[src/rtl/mc_ctrl_pkg.sv]
// Shared definitions for the multicycle main control FSM: state encoding, opcodes, ALU-op codes.
// MC_CTRL_ADDI_EN adds the ADDI_EX/ADDI_WB states and makes opcode 001000 legal.
package mc_ctrl_pkg;

  typedef enum logic [3:0] {
    FETCH     = 4'd0,
    DECODE    = 4'd1,
    MEM_ADDR  = 4'd2,
    MEM_READ  = 4'd3,
    MEM_WB    = 4'd4,
    MEM_WRITE = 4'd5,
    EXECUTE   = 4'd6,
    R_WB      = 4'd7,
    BRANCH    = 4'd8,
    JUMP      = 4'd9
`ifdef MC_CTRL_ADDI_EN
    ,
    ADDI_EX   = 4'd10,
    ADDI_WB   = 4'd11
`endif
  } state_e;

  localparam logic [5:0] OP_RTYPE = 6'b000000;
  localparam logic [5:0] OP_LW    = 6'b100011;
  localparam logic [5:0] OP_SW    = 6'b101011;
  localparam logic [5:0] OP_BEQ   = 6'b000100;
  localparam logic [5:0] OP_J     = 6'b000010;
  localparam logic [5:0] OP_ADDI  = 6'b001000;

  // Codes consumed by the downstream ALU control block.
  localparam logic [1:0] ALUOP_ADD   = 2'b00;
  localparam logic [1:0] ALUOP_FUNCT = 2'b01;
  localparam logic [1:0] ALUOP_SUB   = 2'b10;

  typedef struct packed {
    logic       pc_write;
    logic       pc_write_cond;
    logic       iord;
    logic       mem_read;
    logic       mem_write;
    logic       ir_write;
    logic       mem_to_reg;
    logic       reg_dst;
    logic       reg_write;
    logic       alu_src_a;
    logic [1:0] alu_src_b;
    logic [1:0] alu_op;
    logic [1:0] pc_source;
    logic       instr_done;
    logic       illegal_op;
  } ctrl_out_t;

  function automatic logic op_is_legal(input logic [5:0] op);
    logic legal;
    legal = (op == OP_RTYPE) || (op == OP_LW) || (op == OP_SW) ||
            (op == OP_BEQ) || (op == OP_J);
`ifdef MC_CTRL_ADDI_EN
    legal = legal || (op == OP_ADDI);
`endif
    return legal;
  endfunction

endpackage

[src/rtl/mc_main_control_if.sv]
// Control bundle between the main control FSM (master) and the datapath/memory (slave).
interface mc_main_control_if;
  logic [5:0] opcode;
  logic       mem_ready;
  logic       pc_write;
  logic       pc_write_cond;
  logic       iord;
  logic       mem_read;
  logic       mem_write;
  logic       ir_write;
  logic       mem_to_reg;
  logic       reg_dst;
  logic       reg_write;
  logic       alu_src_a;
  logic [1:0] alu_src_b;
  logic [1:0] alu_op;
  logic [1:0] pc_source;
  logic       instr_done;
  logic       illegal_op;

  modport master (
    input  opcode, mem_ready,
    output pc_write, pc_write_cond, iord, mem_read, mem_write, ir_write,
           mem_to_reg, reg_dst, reg_write, alu_src_a, alu_src_b, alu_op,
           pc_source, instr_done, illegal_op
  );

  modport slave (
    output opcode, mem_ready,
    input  pc_write, pc_write_cond, iord, mem_read, mem_write, ir_write,
           mem_to_reg, reg_dst, reg_write, alu_src_a, alu_src_b, alu_op,
           pc_source, instr_done, illegal_op
  );
endinterface

[src/rtl/mc_ctrl_decode.sv]
// Combinational state-to-strobe decoder; i_out_en low forces every strobe to 0.
// MC_CTRL_ADDI_EN adds decode for the ADDI states.
module mc_ctrl_decode
  import mc_ctrl_pkg::*;
(
  input  state_e     i_state,
  input  logic [5:0] i_opcode,
  input  logic       i_mem_ready,
  input  logic       i_out_en,
  output ctrl_out_t  o_ctrl
);

  always_comb begin
    o_ctrl = '0;
    case (i_state)
      FETCH: begin
        o_ctrl.mem_read  = 1'b1;
        o_ctrl.alu_src_b = 2'b01;
        o_ctrl.alu_op    = ALUOP_ADD;
        o_ctrl.ir_write  = i_mem_ready;
        o_ctrl.pc_write  = i_mem_ready;
      end
      DECODE: begin
        o_ctrl.alu_src_b  = 2'b11;
        o_ctrl.alu_op     = ALUOP_ADD;
        o_ctrl.illegal_op = ~op_is_legal(i_opcode);
      end
      MEM_ADDR: begin
        o_ctrl.alu_src_a = 1'b1;
        o_ctrl.alu_src_b = 2'b10;
        o_ctrl.alu_op    = ALUOP_ADD;
      end
      MEM_READ: begin
        o_ctrl.mem_read = 1'b1;
        o_ctrl.iord     = 1'b1;
      end
      MEM_WB: begin
        o_ctrl.reg_write  = 1'b1;
        o_ctrl.mem_to_reg = 1'b1;
        o_ctrl.instr_done = 1'b1;
      end
      MEM_WRITE: begin
        o_ctrl.mem_write  = 1'b1;
        o_ctrl.iord       = 1'b1;
        o_ctrl.instr_done = i_mem_ready;
      end
      EXECUTE: begin
        o_ctrl.alu_src_a = 1'b1;
        o_ctrl.alu_op    = ALUOP_FUNCT;
      end
      R_WB: begin
        o_ctrl.reg_write  = 1'b1;
        o_ctrl.reg_dst    = 1'b1;
        o_ctrl.instr_done = 1'b1;
      end
      BRANCH: begin
        o_ctrl.alu_src_a     = 1'b1;
        o_ctrl.alu_op        = ALUOP_SUB;
        o_ctrl.pc_write_cond = 1'b1;
        o_ctrl.pc_source     = 2'b01;
        o_ctrl.instr_done    = 1'b1;
      end
      JUMP: begin
        o_ctrl.pc_write   = 1'b1;
        o_ctrl.pc_source  = 2'b10;
        o_ctrl.instr_done = 1'b1;
      end
`ifdef MC_CTRL_ADDI_EN
      ADDI_EX: begin
        o_ctrl.alu_src_a = 1'b1;
        o_ctrl.alu_src_b = 2'b10;
        o_ctrl.alu_op    = ALUOP_ADD;
      end
      ADDI_WB: begin
        o_ctrl.reg_write  = 1'b1;
        o_ctrl.instr_done = 1'b1;
      end
`endif
      default: o_ctrl = '0;
    endcase
    // Gating with reset keeps memory strobes quiet even mid-access.
    if (!i_out_en) o_ctrl = '0;
  end

endmodule

[src/rtl/mc_main_control.sv]
// Multicycle MIPS main control: state register and next-state logic; strobes come from mc_ctrl_decode.
// MC_CTRL_ADDI_EN enables the addi path (DECODE -> ADDI_EX -> ADDI_WB).
module mc_main_control
  import mc_ctrl_pkg::*;
(
  input  logic               clk,
  input  logic               rst_n,
  mc_main_control_if.master  ctrl
);

  state_e    r_state;
  state_e    w_state_next;
  ctrl_out_t w_ctrl;

  always_ff @(posedge clk or negedge rst_n) begin
    if (!rst_n) r_state <= FETCH;
    else        r_state <= w_state_next;
  end

  always_comb begin
    w_state_next = FETCH;
    case (r_state)
      FETCH:     w_state_next = ctrl.mem_ready ? DECODE : FETCH;
      DECODE: begin
        case (ctrl.opcode)
          OP_RTYPE:     w_state_next = EXECUTE;
          OP_LW, OP_SW: w_state_next = MEM_ADDR;
          OP_BEQ:       w_state_next = BRANCH;
          OP_J:         w_state_next = JUMP;
`ifdef MC_CTRL_ADDI_EN
          OP_ADDI:      w_state_next = ADDI_EX;
`endif
          default:      w_state_next = FETCH;
        endcase
      end
      // Only lw and sw reach MEM_ADDR, so anything other than lw is a store.
      MEM_ADDR:  w_state_next = (ctrl.opcode == OP_LW) ? MEM_READ : MEM_WRITE;
      MEM_READ:  w_state_next = ctrl.mem_ready ? MEM_WB : MEM_READ;
      MEM_WRITE: w_state_next = ctrl.mem_ready ? FETCH : MEM_WRITE;
      EXECUTE:   w_state_next = R_WB;
`ifdef MC_CTRL_ADDI_EN
      ADDI_EX:   w_state_next = ADDI_WB;
`endif
      default:   w_state_next = FETCH;
    endcase
  end

  mc_ctrl_decode u_decode (
    .i_state     (r_state),
    .i_opcode    (ctrl.opcode),
    .i_mem_ready (ctrl.mem_ready),
    .i_out_en    (rst_n),
    .o_ctrl      (w_ctrl)
  );

  assign ctrl.pc_write      = w_ctrl.pc_write;
  assign ctrl.pc_write_cond = w_ctrl.pc_write_cond;
  assign ctrl.iord          = w_ctrl.iord;
  assign ctrl.mem_read      = w_ctrl.mem_read;
  assign ctrl.mem_write     = w_ctrl.mem_write;
  assign ctrl.ir_write      = w_ctrl.ir_write;
  assign ctrl.mem_to_reg    = w_ctrl.mem_to_reg;
  assign ctrl.reg_dst       = w_ctrl.reg_dst;
  assign ctrl.reg_write     = w_ctrl.reg_write;
  assign ctrl.alu_src_a     = w_ctrl.alu_src_a;
  assign ctrl.alu_src_b     = w_ctrl.alu_src_b;
  assign ctrl.alu_op        = w_ctrl.alu_op;
  assign ctrl.pc_source     = w_ctrl.pc_source;
  assign ctrl.instr_done    = w_ctrl.instr_done;
  assign ctrl.illegal_op    = w_ctrl.illegal_op;

endmodule

[src/flat_wrapper.sv]
// flat-port wrapper written by rule: the top's interface ports become plain ports
module mc_main_control_flat import mc_ctrl_pkg::*;
  (clk, rst_n, ctrl_opcode, ctrl_mem_ready, ctrl_pc_write, ctrl_pc_write_cond, ctrl_iord, ctrl_mem_read, ctrl_mem_write, ctrl_ir_write, ctrl_mem_to_reg, ctrl_reg_dst, ctrl_reg_write, ctrl_alu_src_a, ctrl_alu_src_b, ctrl_alu_op, ctrl_pc_source, ctrl_instr_done, ctrl_illegal_op);
  mc_main_control_if ctrl_i ();
  input  logic clk;
  input  logic rst_n;
  input wire logic [$bits(ctrl_i.opcode)-1:0] ctrl_opcode;
  input wire logic [$bits(ctrl_i.mem_ready)-1:0] ctrl_mem_ready;
  output wire logic [$bits(ctrl_i.pc_write)-1:0] ctrl_pc_write;
  output wire logic [$bits(ctrl_i.pc_write_cond)-1:0] ctrl_pc_write_cond;
  output wire logic [$bits(ctrl_i.iord)-1:0] ctrl_iord;
  output wire logic [$bits(ctrl_i.mem_read)-1:0] ctrl_mem_read;
  output wire logic [$bits(ctrl_i.mem_write)-1:0] ctrl_mem_write;
  output wire logic [$bits(ctrl_i.ir_write)-1:0] ctrl_ir_write;
  output wire logic [$bits(ctrl_i.mem_to_reg)-1:0] ctrl_mem_to_reg;
  output wire logic [$bits(ctrl_i.reg_dst)-1:0] ctrl_reg_dst;
  output wire logic [$bits(ctrl_i.reg_write)-1:0] ctrl_reg_write;
  output wire logic [$bits(ctrl_i.alu_src_a)-1:0] ctrl_alu_src_a;
  output wire logic [$bits(ctrl_i.alu_src_b)-1:0] ctrl_alu_src_b;
  output wire logic [$bits(ctrl_i.alu_op)-1:0] ctrl_alu_op;
  output wire logic [$bits(ctrl_i.pc_source)-1:0] ctrl_pc_source;
  output wire logic [$bits(ctrl_i.instr_done)-1:0] ctrl_instr_done;
  output wire logic [$bits(ctrl_i.illegal_op)-1:0] ctrl_illegal_op;
  assign ctrl_i.opcode = ctrl_opcode;
  assign ctrl_i.mem_ready = ctrl_mem_ready;
  assign ctrl_pc_write = ctrl_i.pc_write;
  assign ctrl_pc_write_cond = ctrl_i.pc_write_cond;
  assign ctrl_iord = ctrl_i.iord;
  assign ctrl_mem_read = ctrl_i.mem_read;
  assign ctrl_mem_write = ctrl_i.mem_write;
  assign ctrl_ir_write = ctrl_i.ir_write;
  assign ctrl_mem_to_reg = ctrl_i.mem_to_reg;
  assign ctrl_reg_dst = ctrl_i.reg_dst;
  assign ctrl_reg_write = ctrl_i.reg_write;
  assign ctrl_alu_src_a = ctrl_i.alu_src_a;
  assign ctrl_alu_src_b = ctrl_i.alu_src_b;
  assign ctrl_alu_op = ctrl_i.alu_op;
  assign ctrl_pc_source = ctrl_i.pc_source;
  assign ctrl_instr_done = ctrl_i.instr_done;
  assign ctrl_illegal_op = ctrl_i.illegal_op;
  mc_main_control u_core (.clk(clk), .rst_n(rst_n), .ctrl(ctrl_i));
endmodule
[config.mk]
export PLATFORM = sky130hd
export DESIGN_NAME = mc_main_control_flat
export DESIGN_NICKNAME = d
export VERILOG_FILES = /design/src/rtl/mc_ctrl_pkg.sv /design/src/rtl/mc_main_control_if.sv /design/src/rtl/mc_ctrl_decode.sv /design/src/rtl/mc_main_control.sv /design/src/flat_wrapper.sv
export SDC_FILE = /design/constraint.sdc
export NUM_CORES = 1
export LEC_CHECK = 0
export CAP_MARGIN = 10
export CORE_AREA = 8 8 45 47
export DETAILED_ROUTE_END_ITERATION = 8
export DIE_AREA = 0 0 53 55
export DONT_BUFFER_PORTS = 1
export GPL_TIMING_DRIVEN = 0
export MAX_ROUTING_LAYER = met4
export SLEW_MARGIN = 10
export SYNTH_ARGS = -nofsm -noshare
export SYNTH_HDL_FRONTEND = slang
export SYNTH_SLANG_ARGS = --single-unit
[constraint.sdc]
create_clock -name clk -period 1.6 [get_ports clk]
set_input_delay 0.4 -clock clk [delete_from_list [all_inputs] [get_ports clk]]
set_output_delay 0.4 -clock clk [all_outputs]
set_load 0.01 [all_outputs]
==> impl_metrics.prom <==
# TYPE chip_impl_metric gauge
chip_impl_info{name="tritoncts",value="yes"} 1
chip_impl_info{name="post_synth_main_area_contributors",value="dfrtp_1 (18%), nor2_1 (6.6%), nor3_1 (6.2%), nor3b_1 (5.3%), nand2_1 (4.6%)"} 1
chip_impl_metric{name="die_width",unit="um"} 53
chip_impl_metric{name="wl",unit="um"} 2450
chip_impl_info{name="timing.hold.worst.class",value="in2reg"} 1
chip_impl_metric{name="powerDensity",unit="mW/mm^2"} 446
chip_impl_info{name="synth_area_leader_cell",value="dfrtp_1"} 1
chip_impl_metric{name="placement_rows",unit=""} 14
chip_impl_metric{name="crit_required",unit="ns"} 1.20
chip_impl_metric{name="synth_sequential_area_ratio",unit="%"} 17.7
chip_impl_metric{name="fmax",unit="MHz"} 551
chip_impl_metric{name="clock_latency_on_the_worst_skew_pair",unit="ns"} 0.24
chip_impl_metric{name="yosysTopAreaCellShare",unit="%"} 17.7
chip_impl_metric{name="cts_inserted_buffers",unit=""} 3
chip_impl_metric{name="power.internal",unit="mW"} 0.323
chip_impl_info{name="cts.root.buffer_cell",value="clkbuf_4"} 1
chip_impl_metric{name="ctsLongestPathBuffers",unit=""} 2
chip_impl_metric{name="ant_nets",unit=""} 0
chip_impl_metric{name="drt_pre_antenna_iters",unit=""} 4
chip_impl_info{name="grt_setup_unrepaired",value="true"} 1
chip_impl_metric{name="dpl-instance-area",unit="sq um"} 593
chip_impl_info{name="netlist_top_cells_count",value="nor2_1 (10), nand2_1 (7), nor3_1 (7)"} 1
chip_impl_metric{name="route.detailed.wl_per_inst",unit="um"} 20.1
chip_impl_metric{name="setup_ws",unit="ns"} -0.214
chip_impl_metric{name="dr_total_vias",unit=""} 716
chip_impl_metric{name="timing.max_cap.violations",unit=""} 0
chip_impl_metric{name="place.detailed.instances",unit=""} 92
chip_impl_metric{name="finalSetupViolCount",unit=""} 19
chip_impl_metric{name="globalRouteTotalUtil",unit="%"} 17.0
chip_impl_metric{name="worstMarginPinSlew",unit="ns"} 0.507
chip_impl_metric{name="final_layout_size_suffix_gt1_share",unit="%"} 71.7
chip_impl_metric{name="initial_core_util",unit="%"} 41.0
chip_impl_metric{name="synthesis.area_per_instance",unit="sq um"} 7.46
chip_impl_info{name="layout_top_registers",value="u_core.r_state x4"} 1
chip_impl_metric{name="syn_inst",unit=""} 76
chip_impl_metric{name="overall_die_height",unit="um"} 55
chip_impl_metric{name="power.static_leakage",unit="nW"} 0.417
chip_impl_metric{name="final_hold_viol_count",unit=""} 0
chip_impl_metric{name="cp_data_arrival_time",unit="ns"} 1.41
chip_impl_info{name="register_bank_with_the_most_flops",value="u_core.r_state"} 1
chip_impl_metric{name="grt_pass1_vias",unit=""} 731
chip_impl_info{name="dominantRegCellSynth",value="dfrtp_1"} 1
chip_impl_metric{name="route.detailed.drc",unit=""} 0
chip_impl_metric{name="antenna_found_initial",unit=""} 0
chip_impl_metric{name="period_share",unit="%"} 113
chip_impl_metric{name="number_of_cells_traversed_by_the_worst_register_to_register_path",unit=""} 8
chip_impl_metric{name="grt_overflow",unit=""} 0
chip_impl_metric{name="diodes",unit=""} 0
chip_impl_metric{name="power.share.sequential",unit="%"} 21.8
chip_impl_info{name="failed_checks",value="negative setup slack"} 1
chip_impl_metric{name="post_layout_nonfiller_instances",unit=""} 122
chip_impl_metric{name="avgViaCountPerCell",unit=""} 5.87
chip_impl_metric{name="routability_congestion_estimate_from_global_placement",unit=""} 0.759
chip_impl_metric{name="cts-htree-levels",unit=""} 1
chip_impl_metric{name="dp_hpwl",unit="um"} 1170
chip_impl_metric{name="dr_iter_0_viols",unit=""} 19
chip_impl_metric{name="ys_warn_count",unit=""} 0
chip_impl_metric{name="cell_area_after_synthesis",unit="sq um"} 567
chip_impl_metric{name="synth_fp_nets",unit=""} 85
chip_impl_info{name="outcome",value="finished, violations left"} 1
chip_impl_metric{name="die_area",unit="sq mm"} 0.00292
chip_impl_metric{name="slew_headroom",unit="%"} 65.9
chip_impl_metric{name="port-buffer-count",unit=""} 0
chip_impl_metric{name="ys_ff_latch",unit=""} 4
chip_impl_info{name="most_frequent_cell_after_synthesis",value="nor2_1"} 1
chip_impl_metric{name="worst_hold_path.num_cells",unit=""} 1
chip_impl_metric{name="worst_clock_skew",unit="ns"} 0.000227
chip_impl_metric{name="largest_register_ff_count",unit=""} 4
chip_impl_info{name="startpoint_type",value="register"} 1
chip_impl_metric{name="power.ir.vdd_worst",unit="V"} 0.000443
chip_impl_metric{name="switching_share",unit="%"} 36.8
chip_impl_metric{name="netlist-cell-type-count",unit=""} 34
chip_impl_metric{name="clock_sinks",unit=""} 4
chip_impl_metric{name="core",unit="sq mm"} 0.00138
chip_impl_info{name="path_class",value="reg2out"} 1
chip_impl_metric{name="layout.cell_area.non_filler",unit="sq mm"} 0.00115
chip_impl_metric{name="async_flop_share",unit="%"} 100
chip_impl_metric{name="fin_total_pwr",unit="mW"} 0.511
chip_impl_metric{name="layout_min_cycle_time",unit="ns"} 1.81
chip_impl_metric{name="power.combinational.fraction",unit="%"} 52.0
chip_impl_metric{name="power.clock.fraction",unit="%"} 26.2
chip_impl_metric{name="number_of_enable_flip_flop_cells_after_synthesis",unit=""} 0
chip_impl_metric{name="cts.clk_slew.worst_paths",unit="ns"} 0.04
chip_impl_metric{name="path_max_fanout",unit=""} 3
chip_impl_metric{name="power_switching",unit="mW"} 0.188
chip_impl_info{name="crit_path_end_kind",value="output port"} 1
chip_impl_metric{name="syn2layout_area_growth",unit="%"} 102
chip_impl_metric{name="design.portCount",unit=""} 27
chip_impl_metric{name="first_pass_grt_wire_length",unit="um"} 3580
chip_impl_metric{name="setup-tns-final",unit="ns"} -2.38
chip_impl_metric{name="maximum_number_of_pins_on_one_net_before_global_route_repair",unit=""} 10
chip_impl_metric{name="final_net_count",unit=""} 117
chip_impl_metric{name="timing.final.max_slew_violations",unit=""} 0
cells in the final DEF, fill, tap and decap left out, types with 3 or more instances in the layout:
cell type,Yosys,layout
nand2b_4,1,4
clkbuf_4,0,3
nor3_1,7,3
buf_8,0,3
nor2_4,1,8
nor3_4,0,4
nand2_1,7,3
buf_4,3,19
buf_6,2,10
per-stage QoR:
stage	hold slack (ns)	setup WS, ns	utilization, %
after floorplan	0.104	-0.0466	-
after global placement	0.105	-0.191	42.9
final	0.307	-0.214	82.8
after CTS	0.291	-0.202	77.0
after global routing	0.289	-0.252	82.8
after detailed placement	0.105	-0.212	42.9
kinds of logic after synthesis:
family / Yosys count / synth area share (%)
AO/OA/AOI/OAI: 15 / 18.1
flip-flops: 4 / 17.7
XOR/XNOR: 1 / 1.55
buffers and inverters: 8 / 10.4
AND/OR/NAND/NOR: 47 / 50.3
multiplexers: 1 / 1.99
worst max-delay path, cell delays in order (launching register included):
cell and delay (ns):
dfrtp_2 0.41, buf_6 0.13, nand3b_1 0.22, buf_4 0.20, nor3_4 0.21
per-layer routing:
metal  global-route usage [%]  routed length (um)  up-vias
met2                     29.5                1310       30
met3                     5.08                 186        2
met4                     5.17                   3        0
met5                        -                   0        -
met1                     18.1                 944      349
li1                         -                   -      335
timing repair:
item,CTS,global route
endpoints found under the hold margin,4,0
resized for setup,61,9
pin swaps,15,12
setup endpoints to repair,18,19
gates cloned,1,0
hold buffers,1,0
setup buffers,19,8
layout make-up:
cell class	instances	area, sq um
repair buffers	28	255
clock buffers	3	22.5
plain buffers	6	75.1
fillers	79	238
multi-input cells	64	667
flip-flops and latches	4	103
inverters	1	3.75
well taps	16	20.0
power by group through the flow:
stage / Combinational, mW / Clock [mW] / Sequential, mW
2_1_floorplan: 0.0978 / 0 / 0.110
3_3_place_gp: 0.112 / 0 / 0.111
3_5_place_dp: 0.114 / 0 / 0.110
4_1_cts: 0.226 / 0.133 / 0.111
5_1_grt: 0.279 / 0.143 / 0.112
6_report: 0.266 / 0.134 / 0.111
final timing paths:
kind,startpoint,to,slack [ns]
min in group asynchronous,rst_n,u_core.r_state[1],0.44
max,u_core.r_state[2],ctrl_alu_op[1],-0.21
max in group asynchronous,rst_n,u_core.r_state[0],0.97
min,ctrl_opcode[1],u_core.r_state[2],0.31
min reg2reg,u_core.r_state[3],u_core.r_state[2],0.69
max reg2reg,u_core.r_state[2],u_core.r_state[2],-0.05
Power figures use the tool's default switching activity.
